File: config.mk
export PLATFORM = sky130hd
export DESIGN_NAME = fetch_sequencer
export DESIGN_NICKNAME = d
export VERILOG_FILES = /design/src/rtl/fetch_sequencer.sv
export SDC_FILE = /design/constraint.sdc
export NUM_CORES = 1
export LEC_CHECK = 0
export ABC_AREA = 1
export CAP_MARGIN = 10
export CELL_PAD_IN_SITES_DETAIL_PLACEMENT = 0
export CELL_PAD_IN_SITES_GLOBAL_PLACEMENT = 1
export CORE_MARGIN = 2
export CORE_UTILIZATION = 35
export CTS_CLUSTER_SIZE = 24
export DETAILED_ROUTE_END_ITERATION = 8
export PLACE_DENSITY = 0.73
export SLEW_MARGIN = 30
export SYNTH_ARGS = -nofsm -noshare
export SYNTH_HDL_FRONTEND = slang
export SYNTH_SLANG_ARGS = --single-unit
File: constraint.sdc
create_clock -name Clock -period 2.2 [get_ports Clock]
set_input_delay 0.44 -clock Clock [delete_from_list [all_inputs] [get_ports Clock]]
set_output_delay 0.44 -clock Clock [all_outputs]
set_load 0.02 [all_outputs]
File: src/rtl/fetch_sequencer.sv
// Program counter and fetch controller: sequences the instruction ROM, resolves
// JMP in fetch and parks behind conditional branches until execute resolves them.
module fetch_sequencer #(
   parameter int                ADDR_W   = 10,
   parameter int                INSTR_W  = 16,
   parameter logic [ADDR_W-1:0] RESET_PC = '0
) (
   input  logic               Clock,
   input  logic               Reset,
   output logic [ADDR_W-1:0]  oAddress,
   input  logic [INSTR_W-1:0] iInstruction,
   input  logic               iStall,
   input  logic               iBranchResolve,
   input  logic               iBranchTaken,
   output logic [INSTR_W-1:0] oInstruction,
   output logic [ADDR_W-1:0]  oInstrPC,
   output logic               oValid,
   output logic               oBranchWait,
   output logic [15:0]        oBubbleCount
);

   localparam int OPC_LSB = INSTR_W - 6;

   // Opcode encodings shared with the core's decode definitions.
   localparam logic [5:0] OP_NOP  = 6'h00;
   localparam logic [5:0] OP_JMP  = 6'h0F;
   localparam logic [5:0] OP_BAEQ = 6'h10;
   localparam logic [5:0] OP_BANE = 6'h11;
   localparam logic [5:0] OP_BACS = 6'h12;
   localparam logic [5:0] OP_BACC = 6'h13;
   localparam logic [5:0] OP_BAMI = 6'h14;
   localparam logic [5:0] OP_BAPL = 6'h15;
   localparam logic [5:0] OP_BBEQ = 6'h16;
   localparam logic [5:0] OP_BBNE = 6'h17;
   localparam logic [5:0] OP_BBCS = 6'h18;
   localparam logic [5:0] OP_BBCC = 6'h19;
   localparam logic [5:0] OP_BBMI = 6'h1A;
   localparam logic [5:0] OP_BBPL = 6'h1B;

   localparam logic [INSTR_W-1:0] NOP_WORD = {OP_NOP, {OPC_LSB{1'b0}}};
   localparam logic [ADDR_W-1:0]  PC_ONE   = ADDR_W'(1);

   typedef enum logic {
      RUN     = 1'b0,
      BR_WAIT = 1'b1
   } state_t;

   state_t            state;
   logic [ADDR_W-1:0] br_target;
   logic [ADDR_W-1:0] br_fall;

   logic [5:0]        opcode;
   logic              is_jmp;
   logic              is_br;
   logic [ADDR_W-1:0] jmp_target;
   logic [ADDR_W-1:0] br_offset;
   logic [ADDR_W-1:0] br_dest;
   logic [ADDR_W-1:0] pc_next_seq;

   assign opcode      = iInstruction[INSTR_W-1:OPC_LSB];
   assign is_jmp      = (opcode == OP_JMP);
   assign jmp_target  = iInstruction[ADDR_W-1:0];
   assign pc_next_seq = oAddress + PC_ONE;

   always_comb begin
      is_br = 1'b0;
      case (opcode)
         OP_BAEQ, OP_BANE, OP_BACS, OP_BACC, OP_BAMI, OP_BAPL,
         OP_BBEQ, OP_BBNE, OP_BBCS, OP_BBCC, OP_BBMI, OP_BBPL: is_br = 1'b1;
         default: is_br = 1'b0;
      endcase
   end

   // Sign-magnitude displacement: bit 6 selects direction, bits 9:7 are don't-care.
   assign br_offset = {{(ADDR_W-6){1'b0}}, iInstruction[5:0]};
   assign br_dest   = iInstruction[6] ? (oAddress - br_offset) : (oAddress + br_offset);

   assign oBranchWait = (state == BR_WAIT);

   always_ff @(posedge Clock or negedge Reset) begin
      if (!Reset) begin
         state        <= RUN;
         oAddress     <= RESET_PC;
         oInstruction <= NOP_WORD;
         oInstrPC     <= '0;
         oValid       <= 1'b0;
         oBubbleCount <= '0;
         br_target    <= '0;
         br_fall      <= '0;
      end else begin
         case (state)
            RUN: begin
               if (!iStall) begin
                  if (is_jmp) begin
                     oAddress     <= jmp_target;
                     oInstruction <= NOP_WORD;
                     oValid       <= 1'b0;
                  end else if (is_br) begin
                     oInstruction <= iInstruction;
                     oInstrPC     <= oAddress;
                     oValid       <= 1'b1;
                     br_target    <= br_dest;
                     br_fall      <= pc_next_seq;
                     state        <= BR_WAIT;
                  end else begin
                     oAddress     <= pc_next_seq;
                     oInstruction <= iInstruction;
                     oInstrPC     <= oAddress;
                     oValid       <= 1'b1;
                  end
               end
            end
            BR_WAIT: begin
               if (!iStall) begin
                  oInstruction <= NOP_WORD;
                  oValid       <= 1'b0;
                  if (oBubbleCount != 16'hFFFF) oBubbleCount <= oBubbleCount + 16'd1;
               end
               // Resolution is honoured even under stall; IF/ID simply keeps its word.
               if (iBranchResolve) begin
                  oAddress <= iBranchTaken ? br_target : br_fall;
                  state    <= RUN;
               end
            end
            default: state <= RUN;
         endcase
      end
   end

endmodule

==> results of run 1 <==
-- timing repair --
item | CTS | global route
gates cloned | 0 | 0
resized for setup | 11 | 24
setup endpoints to repair | 7 | 6
pin swaps | 3 | 10
buffers inserted | 0 | 3
-- final cells by class --
class / count / area [µm²] / share of cell area
Clock buffer: 9 / 225 / 0.0380
Timing Repair Buffer: 122 / 1130 / 0.191
Inverter: 65 / 246 / 0.0415
Tap cell: 147 / 184 / 0.0310
Multi-Input combinational cell: 398 / 2190 / 0.369
Clock inverter: 7 / 100 / 0.0169
Sequential cell: 74 / 1850 / 0.312
-- Yosys cell counts, types with 5 or more instances --
master                     number
sky130_fd_sc_hd__a21oi_1       17
sky130_fd_sc_hd__buf_2          6
sky130_fd_sc_hd__buf_6          5
sky130_fd_sc_hd__clkbuf_1       5
sky130_fd_sc_hd__dfrtp_1       74
sky130_fd_sc_hd__ha_1          12
sky130_fd_sc_hd__inv_1         61
sky130_fd_sc_hd__nand2_1      178
sky130_fd_sc_hd__nand3_1       30
sky130_fd_sc_hd__nand4_1        6
sky130_fd_sc_hd__nor2_1        36
sky130_fd_sc_hd__o21ai_0       49
sky130_fd_sc_hd__o21ai_1        8
sky130_fd_sc_hd__xnor2_1        9
sky130_fd_sc_hd__xor2_1        13
-- critical path: cells and delay by family --
family                   cells  cell delay (ns)
AND/OR/NAND/NOR              3             0.22
XOR/XNOR                     1             0.21
AO/OA/AOI/OAI                2             0.35
adder cells (fa/ha/maj)      1             0.33
buffers and inverters        2             0.78
-- registers in the layout (all words and copies together) (netlist names) --
register,cells
br_fall,10
br_target,10
oAddress,10
oBranchWait,1
oBubbleCount,16
oInstrPC,10
oInstruction,16
oValid,1
-- cells by family after synthesis --
kind of cell | count (synthesis)
AOI/OAI and AO/OA | 93
xor gates and xnor gates | 22
adders and majority gates | 13
buffers and inverters | 81
DFF | 74
and+or+nand+nor | 270
-- cells in the final DEF (no fill, tap or decap), drive strengths merged, types with 9 or more instances in the layout --
| cell | Yosys | routed |
|---|---|---|
| nand2 | 181 | 181 |
| dfrtp | 74 | 74 |
| clkdlybuf4s50 | 0 | 67 |
| inv | 65 | 67 |
| o21ai | 59 | 59 |
| buf | 11 | 49 |
| nor2 | 39 | 39 |
| nand3 | 33 | 33 |
| a21oi | 17 | 17 |
| xor2 | 13 | 13 |
| ha | 12 | 12 |
| xnor2 | 9 | 9 |
| clkbuf | 5 | 9 |
-- where the power goes --
| part | leakage, nW | internal [mW] | total, mW | switching [mW] |
|---|---|---|---|---|
| clock | 0.149 | 1.00 | 1.60 | 0.604 |
| sequential | 0.931 | 1.74 | 2.13 | 0.387 |
| combinational | 1.81 | 1.18 | 2.53 | 1.35 |
-- layer usage --
layer / part of all wire / GRT usage / vias to the layer above / wire (µm)
met4: 0.016 / 0.0618 / 0 / 196
li1: - / - / 2013 / -
met5: 0 / 0 / - / 0
met2: 0.46 / 0.319 / 85 / 5630
met3: 0.044 / 0.0365 / 15 / 539
met1: 0.48 / 0.262 / 1893 / 5920
-- how the worst min path moves through the flow --
stage | depth (start not counted) | endpoint | slack (ns) | startpoint
4_1_cts | 1 | oBubbleCount[13]$_DFFE_PN0P_ | 0.08 | Reset
6_report | 1 | oBubbleCount[15]$_DFFE_PN0P_ | 0.06 | Reset
3_3_place_gp | 1 | oBubbleCount[13]$_DFFE_PN0P_ | 0.44 | Reset
5_1_grt | 1 | oBubbleCount[13]$_DFFE_PN0P_ | 0.09 | Reset
3_5_place_dp | 1 | oBubbleCount[13]$_DFFE_PN0P_ | 0.44 | Reset
2_1_floorplan | 0 | br_fall[0]$_DFFE_PN0P_ | 0.14 | Reset
-- stage by stage --
step                power, mW  instance area (µm²)  instances  worst slack [ns]  utilization
floorplan                3.45                 4280        553            0.0824            -
global placement         4.51                 5460        803            -0.499        0.456
detailed placement       4.54                 5460        803            -0.554        0.456
CTS                      6.21                 5820        819            0.0159        0.486
global route             6.69                 5930        822           0.00556        0.496
finish                   6.26                 5930        822            0.0787        0.496
==> results.md, run 1 <==
- The run finished with clean final reports.
- The final setup skew is approximately 0.0055 ns.
- The remaining design rule violation count is 0.
- The worst-case reg-to-reg path depth is 10.
- The detailed router finished its first iteration with approximately 230 violations.
- The endpoint of the worst setup timing path is br_target[8]$_DFFE_PN0P_.
- The number of rows created at floorplan is 40.
- The worst hold slack is about 0.064 ns.
- The die is between 100 and 150 µm tall.
- In the final routed layout, each cell accounts on average for around 15 µm.
- The maximum number of buffers from clock root to sink is 2.
- The area of the mapped netlist is about 4300 µm².
- The count of final hold-check violations was 0.
- The via count of the first global-routing pass was approximately 4000.
- The H-tree level count is 3.
- The final count of pins violating max slew came to 0.
- CTS saw 74 sinks.
- In this run the remaining antenna-violating nets after routing total 0.
- The first TritonRoute pass finished after 5 iterations.
- The die is around 110 µm wide.
- The nature of the critical path startpoint is an input pin.
- The critical path class is in -> reg.
- The count of input and output buffers is 74.
- Clock-pin slew was measured on the worst setup and hold paths at around 0.060 ns.
- The full die area is 13100 µm².
- The maximum net fanout on the critical path is 4.
- At the end of routability-driven placement, the weighted congestion stood at 0.817.
- For the worst-skew pair, the clock arrives at the later sink with an insertion delay of roughly 0.34 ns.
- The per-instance average area after synthesis is around 7.7 µm².
- The number of antenna violations at the first check in global routing came to 0.
- The number of maximum-capacitance constraint violations is 0.
- Setup total negative slack on the finished layout was measured at 0 ns.
- The number of nets in the synthesized netlist is approximately 600.
- The portion of the post-synthesis area used by sequential elements is 0.433.
- The net count of the finished layout is 704.
- Of the post-synthesis cell area, the dominant cell type holds 0.433.
- For this run the aggregate overflow at the end of global routing stands at 0.
- Of the cells placed in the final design, the portion with a size suffix greater than 1 is 0.164.
- Measured against its own limit, the worst slew margin works out to 0.669.
- The global-route wire length before repair is a little under 20000 µm.
- Derived from the worst setup path, the maximum achievable clock frequency is approximately 470 MHz.
- The initial utilization of the core area, before any placement, comes to 0.358.
- Setup repair after global routing left no endpoint under its margin.
- The kind of capture point of the worst setup path is a flip-flop.
- The root buffer cell chosen for the clock tree is sky130_fd_sc_hd__clkbuf_16.
- The CTS tree is yes.
- The routed wire length is roughly 12000 µm.
- The hold buffer count at cts is 0.
- Of the total synthesized cell area, the portion taken by XOR and XNOR cells is 0.0450.
- After synthesis, the share of cell area in mux cells is 0.
- The worst path arrival time is around 2.4 ns.
- The number of antenna diodes in the final layout is 0.
- The top flip-flop cell by instance count after synthesis is sky130_fd_sc_hd__dfrtp_1.
- By area, the combinational part of the netlist is dominated by simple AND/OR/NAND/NOR gates.
- For the finished layout, the period the worst path requires is roughly 2.1 ns.
- By area the synthesized netlist is led by sky130_fd_sc_hd__dfrtp_1 43%, sky130_fd_sc_hd__nand2_1 16%, sky130_fd_sc_hd__o21ai_0 5.7%, sky130_fd_sc_hd__inv_1 5.3%, sky130_fd_sc_hd__ha_1 3.5%.
- The fraction of synthesis flops using an asynchronous set or reset pin is 1.00.
- The yosys synthesis warning count is 0.
- The biggest area contributor in the post-synthesis netlist is sky130_fd_sc_hd__dfrtp_1.
- The half-perimeter wire length of the detailed placement result is a little over 9000 µm.
- Of the total synthesized cell area, the portion taken by AND, OR, NAND and NOR gates is 0.274.
- The areal power density over the cells is about 1100 nW/µm².
- The cell leakage power is 2.89 nW.
- The synthesized netlist contains 39 unique library cells.
- The placeable core area is around 12000 µm².
- The post-synthesis register bit count is 74.
- The critical path's slowest cell is sky130_fd_sc_hd__clkdlybuf4s50_1.
- Synthesis handed over a netlist of about 550 instances.
- The signal on the critical path passes through clkdlybuf4s50_1, buf_4, xor2_1, ha_1, a21oi_2, o21a_1, nand3b_1, nand3_1, nand2_1.
- Of the total synthesized cell area, the portion taken by full adders, half adders and majority gates is 0.0398.
- In this design, the stage delay of the slowest critical-path cell is ~0.6 ns.
- The worst register-to-register path ends at br_target[8]$_DFFE_PN0P_.
- At the worst endpoint, the required time is around 2.4 ns.
- The post-synthesis compound-gate area fraction is 0.127.
- In this run, synthesis inferred 0 flip-flops with an integrated enable.
- For the pin with the worst max-slew slack, the measured transition is roughly 0.5 ns.
- The number of vias per cell after detailed routing is 4.87.
- The worst vdd rail ir drop is 0.511 mV.
- The worst hold path belongs to the class in -> async.
- Relative to the synthesized area, the layout overhead comes to 38.6%.
- The number of top-level design ports is 75.
- The global-route usage over all layers is 0.195.
- The number of inserted filler cells in the final layout is between 1000 and 1500.
- The largest net degree at the start of global routing is between 40 and 50.
- The startpoint identified for the worst register-to-register timing path is oAddress[0]$_DFFE_PN0P_.
- The ratio of final minimum period to clock period is 0.964.
- The critical path starts at iInstruction[5].
- The flop-to-flop setup slack is approximately 0.33 ns.
- Setup violations remaining at the end of the flow were counted as 0.
- The number of CTS-inserted buffers is 9.
- The final route contains between 4000 and 5000 vias.
(Power assumes the default switching activity.)
==> run 2: changes to the inputs <==
--- a/config.mk
+++ b/config.mk
@@ -14,6 +14,7 @@
 export CTS_CLUSTER_SIZE = 24
 export DETAILED_ROUTE_END_ITERATION = 8
 export PLACE_DENSITY = 0.73
+export SETUP_SLACK_MARGIN = 0.4
 export SLEW_MARGIN = 30
 export SYNTH_ARGS = -nofsm -noshare
 export SYNTH_HDL_FRONTEND = slang
==> constraint.sdc (replaced) <==
create_clock -name Clock -period 2.2 [get_ports Clock]
set_input_delay 0.44 -clock Clock [delete_from_list [all_inputs] [get_ports Clock]]
set_output_delay 0.44 -clock Clock [all_outputs]
set_load 0.1 [all_outputs]
==> results.md, run 2 (synthesis results as in run 1) <==
- The run finished with clean final reports.
- The clock transition at the registers of the reported paths is 0.06 ns.
- The die covers 13100 µm².
- The placeable core area is around 12000 µm².
- Dividing the detail-routed wire length by the instance count gives around 15 µm.
- The tree is rooted in a sky130_fd_sc_hd__clkbuf_16.
- In the final layout, the registers with the most flip-flops are oBubbleCount: 16 flops, oInstruction: 16 flops.
- The clock passes through at most 2 buffers.
- The number of antenna violations at the first check in global routing is 0.
- Subtracting the final worst setup slack from the clock period gives 1.89 ns.
- The global-route wire length before repair is between 20000 and 25000 µm.
- Setup slack closes at roughly 0.3 ns.
- The worst setup path is launched from an input pin.
- Pin placement for this block handled 75 I/O pins.
- The starting DRC count in detailed routing is 239.
- The die is roughly 110 µm tall.
- The critical path ends at br_target[5]$_DFFE_PN0P_.
- The number of cells in the design after placement is roughly 790.
- For this run, global-route usage on met3 was measured as 0.0381.
- The worst vdd rail ir drop is roughly 1.1 mV.
- The worst-case reg-to-reg path depth is 10.
- After legalization and detailed placement, the total HPWL measured 9100 µm.
- The worst path arrival time is 2.12 ns.
- After global routing, the most crowded layer is met2.
- Hold repair after CTS inserted 0 buffers.
- Leaving out fill and tap cells, the most frequent cells in the layout are 168 x sky130_fd_sc_hd__nand2_1, 98 x sky130_fd_sc_hd__buf_4, 54 x sky130_fd_sc_hd__inv_1.
- The count of final hold-check violations is 0.
- Of the cells placed in the final design, the portion with a size suffix greater than 1 is 0.320.
- The global-route usage over all layers is 0.198.
- Max-cap violations in this run came to 0.
- Setup repair after global routing could not meet its margin everywhere.
- The library cell used most frequently in the layout, excluding fill and tap cells, is sky130_fd_sc_hd__nand2_1.
- The die is approximately 110 µm wide.
- For the pin with the worst max-slew slack, the measured transition is around 0.58 ns.
- Clock skew on the completed layout was measured at about 0.0079 ns.
- The kind of path behind the tightest hold check is in -> async.
- Summing internal, switching and leakage power gives ~8 mW.
- Setup violations remaining at the end of the flow were counted as 0.
- Measured on the finished design, the core utilization comes to 0.500.
- STA puts the critical path data required time at between 2 and 2.5 ns.
- The largest net degree at the start of global routing is 44.
- The areal power density over the cells is 1310 nW/µm².
- The insertion delay to the later sink of the worst-skew pair is roughly 0.34 ns.
- The effective utilization at floorplan is 0.358.
- The highest clock rate is approximately 530 MHz.
- Dividing the detail-routed via count by the number of cells gives about 4.9.
- The final count of pins violating max slew is 0.
- The setup check on the worst reg-to-reg path leaves a slack of about 0.38 ns.
- The worst setup path is captured at a flip-flop.
- The via count of the first global-routing pass is 3991.
- The launch point of the worst path is iInstruction[1].
- The area growth from synthesis to final layout is 39.8%.
- At the placement stage, the worst setup path has a slack of -0.517 ns.
- After floorplanning, the core was divided into 40 placement rows.
- At the end of routability-driven placement, the weighted congestion stood at 0.857.
- The remaining design rule violation count is 0.
- Summed over all cells, the static leakage comes to 2.94 nW.
- The worst register-to-register path begins at oAddress[0]$_DFFE_PN0P_.
- The routed wire length is between 10000 and 15000 µm.
- The antenna cell count is 0.
- The count of input and output buffers is 74.
- The maximum net fanout on the critical path is 4.
- The total negative slack for setup checks is 0 ns.
- Measured against its own limit, the worst slew margin works out to 0.611.
- CTS saw 74 sinks.
- The setup path with the least slack is of type in -> reg.
- The length of the first detailed-routing pass in iterations is 5.
- In the finished design, the share of the clock period the worst path needs comes to 0.861.
- The number of CTS-inserted buffers is 9.
- The final-stage net count is 705.
- The CTS tree is yes.
- For met2 alone, demand over resource in global routing was 0.322.
- In the global route stage, met1 resource usage came out at 0.259.
- In this run the remaining antenna-violating nets after routing total 0.
- The H-tree generated during clock tree synthesis spans 3 levels.
- The via count is 4023.
- The worst register-to-register path ends at br_target[8]$_DFFE_PN0P_.
- The final cell count without fillers is a little over 800.
- The total congestion overflow after global routing is 0.
[run 2: changes by cell type in the layout (fill, tap and decap cells not counted), moves of 4 or more]
| cell | change |
|---|---|
| sky130_fd_sc_hd__buf_4 | +52 |
| sky130_fd_sc_hd__clkdlybuf4s50_1 | -55 |
| sky130_fd_sc_hd__dfrtp_1 | -26 |
| sky130_fd_sc_hd__dfrtp_2 | +22 |
| sky130_fd_sc_hd__dfrtp_4 | +4 |
| sky130_fd_sc_hd__dlymetal6s2s_1 | -4 |
| sky130_fd_sc_hd__nand2_1 | -4 |
| sky130_fd_sc_hd__nor2_1 | -5 |
[run 2: timing repair]
action,CTS,global route
gates resized for setup,48,18
pin swaps,21,13
setup endpoints to repair,9,16
setup buffers,8,6
hold endpoints to repair,0,0
[run 2: final cells by class]
type                       instances  area (µm²)
clock inverter                     4        76.3
tap                              147         184
multi-input combinational        398        2290
sequential                        74        1890
clock buffer                      12         246
inverter                          65         277
timing repair buffer             123        1020
fill                            1155        5980
[run 2: through the flow]
stage | hold WS, ns | instance area [µm²]
4_1_cts | 0.117 | 5880
6_report | 0.105 | 5980
3_3_place_gp | 0.458 | 5400
3_5_place_dp | 0.458 | 5400
5_1_grt | 0.142 | 5980
2_1_floorplan | 0.144 | 4420
[run 2: worst min-delay path by stage]
stage	startpoint	end	slack, ns	depth (start not counted)
2_1_floorplan	Reset	br_fall[0]$_DFFE_PN0P_	0.14	0
3_3_place_gp	br_target[1]$_DFFE_PN0P_	br_target[1]$_DFFE_PN0P_	0.46	2
3_5_place_dp	br_target[1]$_DFFE_PN0P_	br_target[1]$_DFFE_PN0P_	0.46	2
4_1_cts	Reset	oInstruction[11]$_DFFE_PN0P_	0.12	1
5_1_grt	Reset	oInstruction[8]$_DFFE_PN0P_	0.14	1
6_report	Reset	oInstruction[8]$_DFFE_PN0P_	0.10	1
[run 2: report_power, final]
part | internal, mW | switching (mW) | total (mW)
clock | 1.03 | 0.567 | 1.59
combinational | 1.21 | 2.83 | 4.05
sequential | 1.78 | 0.395 | 2.18
total | 4.02 | 3.79 | 7.82
[run 2: per-layer routing]
layer | wire length, µm | share of wire
met1 | 5570 | 0.46
met2 | 5790 | 0.48
met3 | 495 | 0.041
met4 | 297 | 0.024
met5 | 0 | 0
[run 2: worst max-delay path: stages]
cell                      delay (ns)
sky130_fd_sc_hd__buf_6          0.09
sky130_fd_sc_hd__buf_8          0.13
sky130_fd_sc_hd__inv_16         0.05
sky130_fd_sc_hd__ha_4           0.14
sky130_fd_sc_hd__nand2_4        0.06
sky130_fd_sc_hd__nand2_2        0.06
sky130_fd_sc_hd__xor2_1         0.13
sky130_fd_sc_hd__inv_1          0.08
sky130_fd_sc_hd__ha_4           0.31
sky130_fd_sc_hd__nand2_4        0.07
sky130_fd_sc_hd__inv_2          0.05
sky130_fd_sc_hd__nand2_2        0.04
sky130_fd_sc_hd__nand2_2        0.07
sky130_fd_sc_hd__a21oi_2        0.04
sky130_fd_sc_hd__or2_4          0.24
sky130_fd_sc_hd__nand3_2        0.05
sky130_fd_sc_hd__nand2_1        0.05
